===== config.mk =====
export PLATFORM = sky130hd
export DESIGN_NAME = aes_sub_shift_stage
export DESIGN_NICKNAME = d
export VERILOG_FILES = /design/src/rtl/aes_pkg.sv /design/src/rtl/aes_sbox.sv /design/src/rtl/aes_sub_shift_stage.sv
export SDC_FILE = /design/constraint.sdc
export NUM_CORES = 2
export LEC_CHECK = 0
export ABC_CLOCK_PERIOD_IN_PS = 23700
export CORE_UTILIZATION = 50
export DETAILED_ROUTE_END_ITERATION = 12
export PLACE_DENSITY = 0.79
export SYNTH_ARGS = -nofsm -noshare
export SYNTH_HDL_FRONTEND = slang
export SYNTH_HIERARCHICAL = 1
export SYNTH_SLANG_ARGS = --single-unit
export TNS_END_PERCENT = 30

===== constraint.sdc =====
create_clock -name clk -period 23.7 [get_ports clk]
set_input_delay 2.37 -clock clk [delete_from_list [all_inputs] [get_ports clk]]
set_output_delay 2.37 -clock clk [all_outputs]
set_load 0.005 [all_outputs]

===== src/rtl/aes_pkg.sv =====
// Shared AES definitions: state geometry, byte indexing, ShiftRows and the
// S-box. These helpers are reused by the key expansion block.
package aes_pkg;

  localparam int AES_STATE_W = 128;
  localparam int AES_BYTES   = AES_STATE_W / 8;

  // Column-major state: byte s(r,c) lives at bits [8*(4c+r) +: 8], byte 0 first.
  typedef logic [0:AES_STATE_W-1] aes_state_t;

  typedef enum logic [1:0] {
    ST_IDLE,
    ST_SUB,
    ST_DONE
  } sub_shift_st_e;

  // Byte position of s(r,c) in the column-major state.
  function automatic int byte_idx(input int r, input int c);
    return 4 * c + r;
  endfunction

  // ShiftRows: row r rotates left by r, so out s(r,c) = in s(r,(c+r) mod 4).
  // Pure wiring once the loops unroll.
  function automatic aes_state_t shift_rows(input aes_state_t s);
    aes_state_t res;
    res = '0;
    for (int r = 0; r < 4; r++) begin
      for (int c = 0; c < 4; c++) begin
        res[8*byte_idx(r, c) +: 8] = s[8*byte_idx(r, (c + r) % 4) +: 8];
      end
    end
    return res;
  endfunction

  // Multiply by x in GF(2^8) modulo x^8 + x^4 + x^3 + x + 1.
  function automatic logic [7:0] xtime(input logic [7:0] a);
    return {a[6:0], 1'b0} ^ (a[7] ? 8'h1b : 8'h00);
  endfunction

  // General GF(2^8) product, shift-and-add over the bits of b.
  function automatic logic [7:0] gf_mul(input logic [7:0] a, input logic [7:0] b);
    logic [7:0] p;
    logic [7:0] aa;
    p  = 8'h00;
    aa = a;
    for (int i = 0; i < 8; i++) begin
      if (b[i]) p = p ^ aa;
      aa = xtime(aa);
    end
    return p;
  endfunction

  // Multiplicative inverse as a^254 (maps 0 to 0, which the S-box requires).
  // Addition chain: 2, 3, 6, 12, 15, 30, 60, 120, 240, 252, 254.
  function automatic logic [7:0] gf_inv(input logic [7:0] a);
    logic [7:0] a2, a3, a12, a15, a240, a252;
    a2   = gf_mul(a, a);
    a3   = gf_mul(a2, a);
    a12  = gf_mul(a3, a3);
    a12  = gf_mul(a12, a12);
    a15  = gf_mul(a12, a3);
    a240 = gf_mul(a15, a15);
    a240 = gf_mul(a240, a240);
    a240 = gf_mul(a240, a240);
    a240 = gf_mul(a240, a240);
    a252 = gf_mul(a240, a12);
    return gf_mul(a252, a2);
  endfunction

  // FIPS-197 S-box: inversion followed by the affine transform with 0x63.
  function automatic logic [7:0] sbox(input logic [7:0] a);
    logic [7:0] x;
    x = gf_inv(a);
    return x ^ {x[6:0], x[7]} ^ {x[5:0], x[7:6]} ^ {x[4:0], x[7:5]}
             ^ {x[3:0], x[7:4]} ^ 8'h63;
  endfunction

endpackage


===== src/rtl/aes_sbox.sv =====
// Single combinational AES S-box lane, shared with the key expansion block.
module aes_sbox
  import aes_pkg::*;
(
  input  logic [7:0] plain,
  output logic [7:0] subst
);

  assign subst = sbox(plain);

endmodule


===== src/rtl/aes_sub_shift_stage.sv =====
// Iterative SubBytes + ShiftRows stage feeding MixColumns. A state is taken
// in over valid/ready, SBOX_LANES bytes are substituted per cycle in place,
// and the row-shifted work register is held until the consumer takes it.
module aes_sub_shift_stage
  import aes_pkg::*;
#(
  parameter int SBOX_LANES = 4
) (
  input  logic                   clk,
  input  logic                   rst_n,
  input  logic                   in_valid,
  output logic                   in_ready,
  input  logic [0:AES_STATE_W-1] in_state,
  output logic                   out_valid,
  input  logic                   out_ready,
  output logic [0:AES_STATE_W-1] out_state,
  output logic                   busy
);

  localparam int NSUB = AES_BYTES / SBOX_LANES;
  localparam int CW   = (NSUB > 1) ? $clog2(NSUB) : 1;

  sub_shift_st_e state_q, state_d;
  aes_state_t    work_q;
  aes_state_t    sub_work;
  logic [CW-1:0] cnt_q;
  logic [7:0]    sbox_in  [SBOX_LANES];
  logic [7:0]    sbox_out [SBOX_LANES];
  int            base;
  logic          last_sub;
  logic          accept;

  // First byte handled this sub-cycle. The modulo only matters when NSUB=1:
  // the 1-bit counter can read 1 after the single update, but the window
  // must stay at byte 0.
  always_comb begin
    base     = (int'(cnt_q) % NSUB) * SBOX_LANES;
    last_sub = ((int'(cnt_q) % NSUB) == NSUB - 1);
  end

  // Gather the bytes in the current window for the S-box lanes.
  always_comb begin
    for (int l = 0; l < SBOX_LANES; l++) begin
      sbox_in[l] = work_q[8*(base + l) +: 8];
    end
  end

  for (genvar g = 0; g < SBOX_LANES; g++) begin : g_lane
    aes_sbox u_sbox (
      .plain (sbox_in[g]),
      .subst (sbox_out[g])
    );
  end

  // Write the substituted bytes back into their window, rest untouched.
  always_comb begin
    sub_work = work_q;
    for (int l = 0; l < SBOX_LANES; l++) begin
      sub_work[8*(base + l) +: 8] = sbox_out[l];
    end
  end

  // Next-state and handshake decode; outputs depend only on state_q, so no
  // input reaches an output combinationally.
  always_comb begin
    // NOTE: every output of a combinational block gets a default first, so no
    // path through the case can leave it unassigned and infer a latch.
    state_d   = state_q;
    in_ready  = 1'b0;
    out_valid = 1'b0;
    busy      = 1'b1;
    unique case (state_q)
      ST_IDLE: begin
        in_ready = 1'b1;
        busy     = 1'b0;
        if (in_valid) state_d = ST_SUB;
      end
      ST_SUB: begin
        if (last_sub) state_d = ST_DONE;
      end
      ST_DONE: begin
        out_valid = 1'b1;
        if (out_ready) state_d = ST_IDLE;
      end
      default: state_d = ST_IDLE;
    endcase
  end

  assign accept = in_valid & in_ready;

  // FSM state register.
  always_ff @(posedge clk or negedge rst_n) begin
    // NOTE: sequential state uses non-blocking assignment so every flop
    // samples its inputs from before the edge, independent of block order.
    if (!rst_n) state_q <= ST_IDLE;
    else        state_q <= state_d;
  end

  // Work register and sub-cycle counter: load on accept, update in SUB.
  always_ff @(posedge clk or negedge rst_n) begin
    // NOTE: the work register is plain flops, not a memory, so it takes the
    // async reset; that is what makes out_state read zero out of reset.
    if (!rst_n) begin
      work_q <= '0;
      cnt_q  <= '0;
    end else if (accept) begin
      work_q <= in_state;
      cnt_q  <= '0;
    end else if (state_q == ST_SUB) begin
      work_q <= sub_work;
      cnt_q  <= cnt_q + CW'(1);
    end
  end

  // ShiftRows is wiring only; it stays stable whenever work_q is held.
  assign out_state = shift_rows(work_q);

endmodule


== After elaboration in Yosys (flattened, before gate mapping) ==
Index checks and enable logic that the tools add are counted.

* Bits in registers: 132
* Input bits: 132
* Output and inout port bits: 131
* Logic and storage cells: 1348

* $add $sub $neg: 8
* Equality and inequality tests: 6
* Shift operators: 12
* Multiplexer cells: 675
* Bitwise logic cells: 641
* Reductions and logical operators: 3

{| class="wikitable"
|+ Operators by type and width
! kind !! number
|-
| $xor A8 B8 Y8 || 632
|-
| $mux W8 || 352
|-
| $mux W5 || 308
|-
| $shift A129 B33 Y128 const A || 4
|-
| $shiftx A128 B32 Y129 || 4
|-
| $shiftx A129 B33 Y128 || 4
|-
| $bwmux W128 || 4
|-
| $mux W128 || 2
|-
| $neg A32 Y33 || 4
|-
| $not A8 Y32 || 3
|-
| $not A7 Y32 || 1
|-
| $not A4 Y4 || 4
|-
| $add A4 B2 Y5 const B || 2
|-
| $mux W2 || 5
|-
| $ne A2 B2 Y1 const B || 3
|-
| $pmux W2 S3 || 1
|-
| $add A4 B1 Y5 const B || 1
|-
| $eq A2 B1 Y1 const B || 2
|-
| $mux W1 || 3
|-
| $reduce_and A3 Y1 || 1
|-
| $add A2 B1 Y2 const B || 1
|-
| $eq A2 B2 Y1 const B || 1
|-
| $logic_not A2 Y1 || 1
|-
| $reduce_bool A2 Y1 || 1
|-
| $and A1 B1 Y1 || 1
|}

== Longest topological paths before layout ==
* Depth in word-level cells: 190
* Gate-level depth with buffers: 87
* Depth with buffers taken out: 74

== Cells and area by module ==
Netlist, hierarchy kept.

{| class="wikitable"
|+ By module, submodules not included
! module !! times used !! cells an instance !! area each (um^2) !! sequential area each (um^2)
|-
| aes_sbox (g_lane[1].u_sbox ...) || 3 || 1346 || 10839.1 || 0.0
|-
| aes_sbox (g_lane[0].u_sbox) || 1 || 1423 || 11713.7 || 0.0
|-
| aes_sub_shift_stage || 1 || 716 || 8729.6 || 3303.2
|}

== Worst setup path before layout ==
Ideal clock, no wire load.

* Kind: reg-to-reg
* From: reg cnt_q[0]
* To: reg work_q[125]
* Library setup time: 0.125 ns
* Arrival: 21.153 ns
* Data required time: 23.575 ns
* Slack: 2.422 ns
* Cell stages (with the launch flop): 84
* Buffers on the path: 11
* Clock period less this slack: 21.278 ns
* Path through: dfrtp_1 clkbuf_1 clkbuf_1 mux4_2 ha_1 buf_4 xor3_1 nand2b_1 buf_2 xnor2_1 buf_2 xor3_2 nand2_1 xor2_1 xnor2_1 buf_2 inv_2 buf_4 [48 not listed] o31a_1 xnor2_2 xnor2_1 xor2_1 nor2_1 xnor2_1 xor3_1 xnor3_1 xor3_2 xor2_1 xnor3_1 and3_1 a2111oi_1 xnor3_1 xor2_1 xnor3_1 a41o_1 mux2_2

{| class="wikitable"
|+ RTL lines
! item !! line !! text
|-
| start, declared || aes_sub_shift_stage.sv:26 || <nowiki>logic [CW-1:0] cnt_q;</nowiki>
|-
| start signal, assigned || aes_sub_shift_stage.sv:111 || <nowiki>cnt_q <= cnt_q + CW'(1);</nowiki>
|-
| end signal, assigned || aes_sub_shift_stage.sv:107 || <nowiki>work_q <= in_state;</nowiki>
|-
| end signal, assigned || aes_sub_shift_stage.sv:110 || <nowiki>work_q <= sub_work;</nowiki>
|-
| end, declared || aes_sub_shift_stage.sv:24 || <nowiki>aes_state_t work_q;</nowiki>
|}

==> results_tabular.tex <==
\begin{tabular}{lr}
\hline
Metric & Value \\
\hline
\multicolumn{2}{l}{\textbf{Die}} \\
\quad Horiz. Die Dim & approximately 330 um \\
\quad Initial Util & 50.38\% \\
\quad Die Footprint & $\sim$110000 um\^{}2 \\
\quad Count of pins on the block boundary & roughly 260 \\
\quad Num rows & between 100 and 150 \\
\quad Core area & 105100 um\^{}2 \\
\quad DIE HEIGHT & 327.5 um \\
\multicolumn{2}{l}{\textbf{Clock network}} \\
\quad Number of cells upsized or downsized after cts & 0 \\
\quad Number of setup buffers added after CTS & 0 \\
\quad Quantity of hold-fixing buffers added after cts & 0 \\
\quad Insertion delay to the later sink of the worst-skew pair & approximately 0.46 ns \\
\quad CTS tree & done \\
\quad Maximum buffer depth of the clock tree & 2 \\
\quad Clock buffer count from CTS & 17 \\
\quad CTS Sinks & between 100 and 150 \\
\quad Clock transition at the register clock pins on the worst setup and hold paths after CTS & approximately 0.07 ns \\
\quad Root cell of the clock tree & sky130\_fd\_sc\_hd\_\_clkbuf\_16 \\
\quad H-Tree Depth & 4 \\
\multicolumn{2}{l}{\textbf{STA}} \\
\quad Number of slew-limit violations in the final report & 0 \\
\quad Final setup viols & 0 \\
\quad Peak clock frequency supported by timing & between 0.04 and 0.05 GHz \\
\quad Worst hold slack after final layout & roughly 0.54 ns \\
\quad Minimum clock period after layout & about 22 ns \\
\quad Post-route clock skew & roughly 0.021 ns \\
\quad Hold Violations, Final & 0 \\
\quad RSZ-0062 raised after global routing & no \\
\quad Total negative setup slack & 0 ns \\
\quad Part of the cycle the worst path needs & 94.74\% \\
\quad Relative slew margins & under 10\% \\
\quad Transition time of the tightest slew-check pin & around 1.4 ns \\
\multicolumn{2}{l}{\textbf{Synth}} \\
\quad Synthesized Nets & about 6.3k \\
\quad Flip-flop and latch count after synthesis & approximately 130 \\
\quad Ys Warns & 6 \\
\quad Post-synth EDFFs & 0 \\
\quad Average instance area after synthesis & between 8 and 9 um\^{}2 \\
\quad Share of the yosys chip area belonging to registers & approximately 6.2\% \\
\quad Primary FF master, synth & sky130\_fd\_sc\_hd\_\_dfrtp\_1 \\
\quad Synthesized cell area & between 50000 and 60000 um\^{}2 \\
\quad Distinct cell type count of the synthesized netlist & between 100 and 150 \\
\quad Cells after synthesis & 6177 \\
\quad Synth async-reset ratio & 100.0\% \\
\multicolumn{2}{l}{\textbf{GRT}} \\
\quad GRT Util Overall & approximately 29\% \\
\quad Via count of the first global-routing pass & $\sim$45k \\
\quad First-pass GRT wire length & 252.9 mm \\
\quad Remaining global-route overflow & 0 \\
\quad Number of antenna violations at the first check in global routing & 7 \\
\quad Largest net degree at the start of global routing & between 80 and 90 \\
\multicolumn{2}{l}{\textbf{Critical path}} \\
\quad Worst endpoint required time & about 24 ns \\
\quad Setup CP Type & reg2reg \\
\quad Arrival time of the worst setup path & around 23 ns \\
\quad Delay of the slowest critical-path stage & about 0.86 ns \\
\quad Critical path capture point type & flip-flop \\
\quad Critical path startpoint category & flip-flop \\
\quad Highest net fanout along the worst path & 27 \\
\quad Number of buffers and inverters on the critical path & 8 \\
\quad Critical path's most frequent cell & sky130\_fd\_sc\_hd\_\_xnor2\_1 \\
\quad Cell class contributing the biggest share of worst-path delay & XOR/XNOR gates \\
\quad Slowest stage cell, crit path & sky130\_fd\_sc\_hd\_\_mux4\_2 \\
\multicolumn{2}{l}{\textbf{Place}} \\
\quad Post-placement cell area & 56560 um\^{}2 \\
\quad Placer Congestion & between 0.9 and 1 \\
\quad PortBufs & $\sim$260 \\
\quad Placed wire-length estimate after detailed placement & around 120 mm \\
\multicolumn{2}{l}{\textbf{Layout}} \\
\quad \# nets final & between 6k and 7k \\
\quad Layout overhead on the synthesized area & 8.276\% \\
\quad Final core area utilization & about 55\% \\
\quad Proportion of layout cells with a drive suffix above 1 & around 12\% \\
\quad Summed area of non-filler cells in the final layout & approximately 57000 um\^{}2 \\
\multicolumn{2}{l}{\textbf{Outcome}} \\
\quad Run status & complete, no violations \\
\multicolumn{2}{l}{\textbf{Routing}} \\
\quad Number of vias in the routed layout & 47.77k \\
\quad Total Wirelength & between 150 and 200 mm \\
\quad Number of vias per cell & around 6.3 \\
\quad Number of detailed-routing iterations run before antenna repair & 8 \\
\quad DR WL/cell & 21.26 um \\
\quad Antenna-violating nets left & 0 \\
\quad Detailed Route Iter0 Violations & around 5.3k \\
\quad Final routed DRC violation total & 0 \\
\multicolumn{2}{l}{\textbf{Min path}} \\
\quad Min-Delay Path Class & reg2reg \\
\multicolumn{2}{l}{\textbf{Flow run}} \\
\quad \# Max-Cap Violations & 0 \\
\hline
\end{tabular}
[flip-flops by register name (all words and copies together), names as in the netlist]
signal / flops
cnt_q: 2
work_q: 128
state_q: 2
[metal layers]
layer | vias to the layer above | part of all wire [%] | GRT usage, %
met5 | - | 0.030 | 0
met4 | 8 | 2.7 | 8.350
met3 | 338 | 9.8 | 4.875
met2 | 2492 | 45 | 45.17
met1 | 22970 | 43 | 40.47
li1 | 21970 | - | -
[cell type report]
class / instances / area, um^2
repair buffers: 405 / 3695
diodes: 1 / 2.502
clock inverters: 15 / 186.4
inverters: 129 / 484.2
fillers: 9438 / 47770
multi-input cells: 5500 / 47490
well taps: 1391 / 1740
clock buffers: 17 / 425.4
flip-flops and latches: 132 / 3318
[metrics by stage]
step / worst slack [ns] / std cells
2_1_floorplan: 2.422 / 6177
3_3_place_gp: 0.9610 / 7556
3_5_place_dp: 0.6866 / 7556
4_1_cts: 0.6221 / 7588
5_1_grt: 0.002112 / 7589
6_report: 1.247 / 7590
[synth_stat cells (all sizes together), types with 16 or more instances]
master	n	share of area (%)
xnor2	1224	23
ha	33	0.78
a2bb2oi	16	0.26
a31oi	47	0.56
a221oi	29	0.62
mux4	32	1.4
a21o	38	0.54
nor3b	26	0.37
and3	62	0.76
mux2	163	3.5
dfrtp	132	6.2
nand3b	22	0.31
xor3	67	3.0
nand2	503	3.6
buf	201	2.2
a311oi	27	0.48
nand3	117	1.1
nor2	658	4.7
a41o	97	1.8
clkbuf	216	1.5
nand4	59	0.70
xor2	381	7.1
mux2i	185	3.5
o21ai	172	1.7
or3	47	0.56
a21oi	244	2.4
inv	126	0.89
and2	46	0.54
nor4	27	0.36
xnor3	293	13
nor4bb	96	1.8
nor2b	63	0.75
o22ai	73	0.93
a22oi	20	0.28
nor3	149	1.4
a211oi	68	1.1
a211o	16	0.26
nand2b	65	0.77
o211ai	52	0.77
[cells by family after synthesis]
group,count (synthesis),synth area share (%)
and+or+nand+nor,2014,18.94
xor gates and xnor gates,1965,45.36
AOI/OAI and AO/OA,1107,15.64
buffers and inverters,546,4.694
muxes,380,8.354
DFF,132,6.237
adders and majority gates,33,0.7796
[placed cells by master (no fill, tap or decap), types with 29 or more instances in the layout]
master and n:
sky130_fd_sc_hd__xnor2_4 29, sky130_fd_sc_hd__a21oi_1 233, sky130_fd_sc_hd__a21o_1 38, sky130_fd_sc_hd__and2_1 46, sky130_fd_sc_hd__xor3_1 58, sky130_fd_sc_hd__xor2_2 41, sky130_fd_sc_hd__or3_1 47, sky130_fd_sc_hd__xnor3_2 29
sky130_fd_sc_hd__nand3_1 117, sky130_fd_sc_hd__a41o_1 97, sky130_fd_sc_hd__mux2_2 154, sky130_fd_sc_hd__o22ai_1 67, sky130_fd_sc_hd__xnor3_1 264, sky130_fd_sc_hd__o21ai_0 132, sky130_fd_sc_hd__inv_1 100, sky130_fd_sc_hd__dfrtp_1 128
sky130_fd_sc_hd__o211ai_1 49, sky130_fd_sc_hd__xor2_1 332, sky130_fd_sc_hd__nor3_1 148, sky130_fd_sc_hd__nand2_1 497, sky130_fd_sc_hd__and3_1 59, sky130_fd_sc_hd__mux4_2 32, sky130_fd_sc_hd__mux2i_1 183, sky130_fd_sc_hd__a31oi_1 47
sky130_fd_sc_hd__buf_4 144, sky130_fd_sc_hd__a211oi_1 57, sky130_fd_sc_hd__nand2b_1 65, sky130_fd_sc_hd__o21ai_1 34, sky130_fd_sc_hd__nor2_1 639, sky130_fd_sc_hd__nor2b_1 60, sky130_fd_sc_hd__xnor2_1 1070, sky130_fd_sc_hd__xnor2_2 125
sky130_fd_sc_hd__clkdlybuf4s50_1 260, sky130_fd_sc_hd__nor4bb_1 96, sky130_fd_sc_hd__ha_1 29, sky130_fd_sc_hd__nand4_1 59
[final timing paths]
check / slack, ns / start / endpoint / cells past startpoint
min in group asynchronous: 1.99 / rst_n / work_q[12] / 1
min: 0.54 / work_q[103] / work_q[103] / 1
max in group asynchronous: 20.35 / rst_n / cnt_q[1] / 2
max reg2reg: 1.25 / cnt_q[0] / work_q[16] / 64
min reg2reg: 0.54 / work_q[103] / work_q[103] / 1
max: 1.25 / cnt_q[0] / work_q[16] / 64
Power is left out: the tool's default activity adds up to more than one toggle a clock period on the data nets, which glitch-free logic cannot reach.
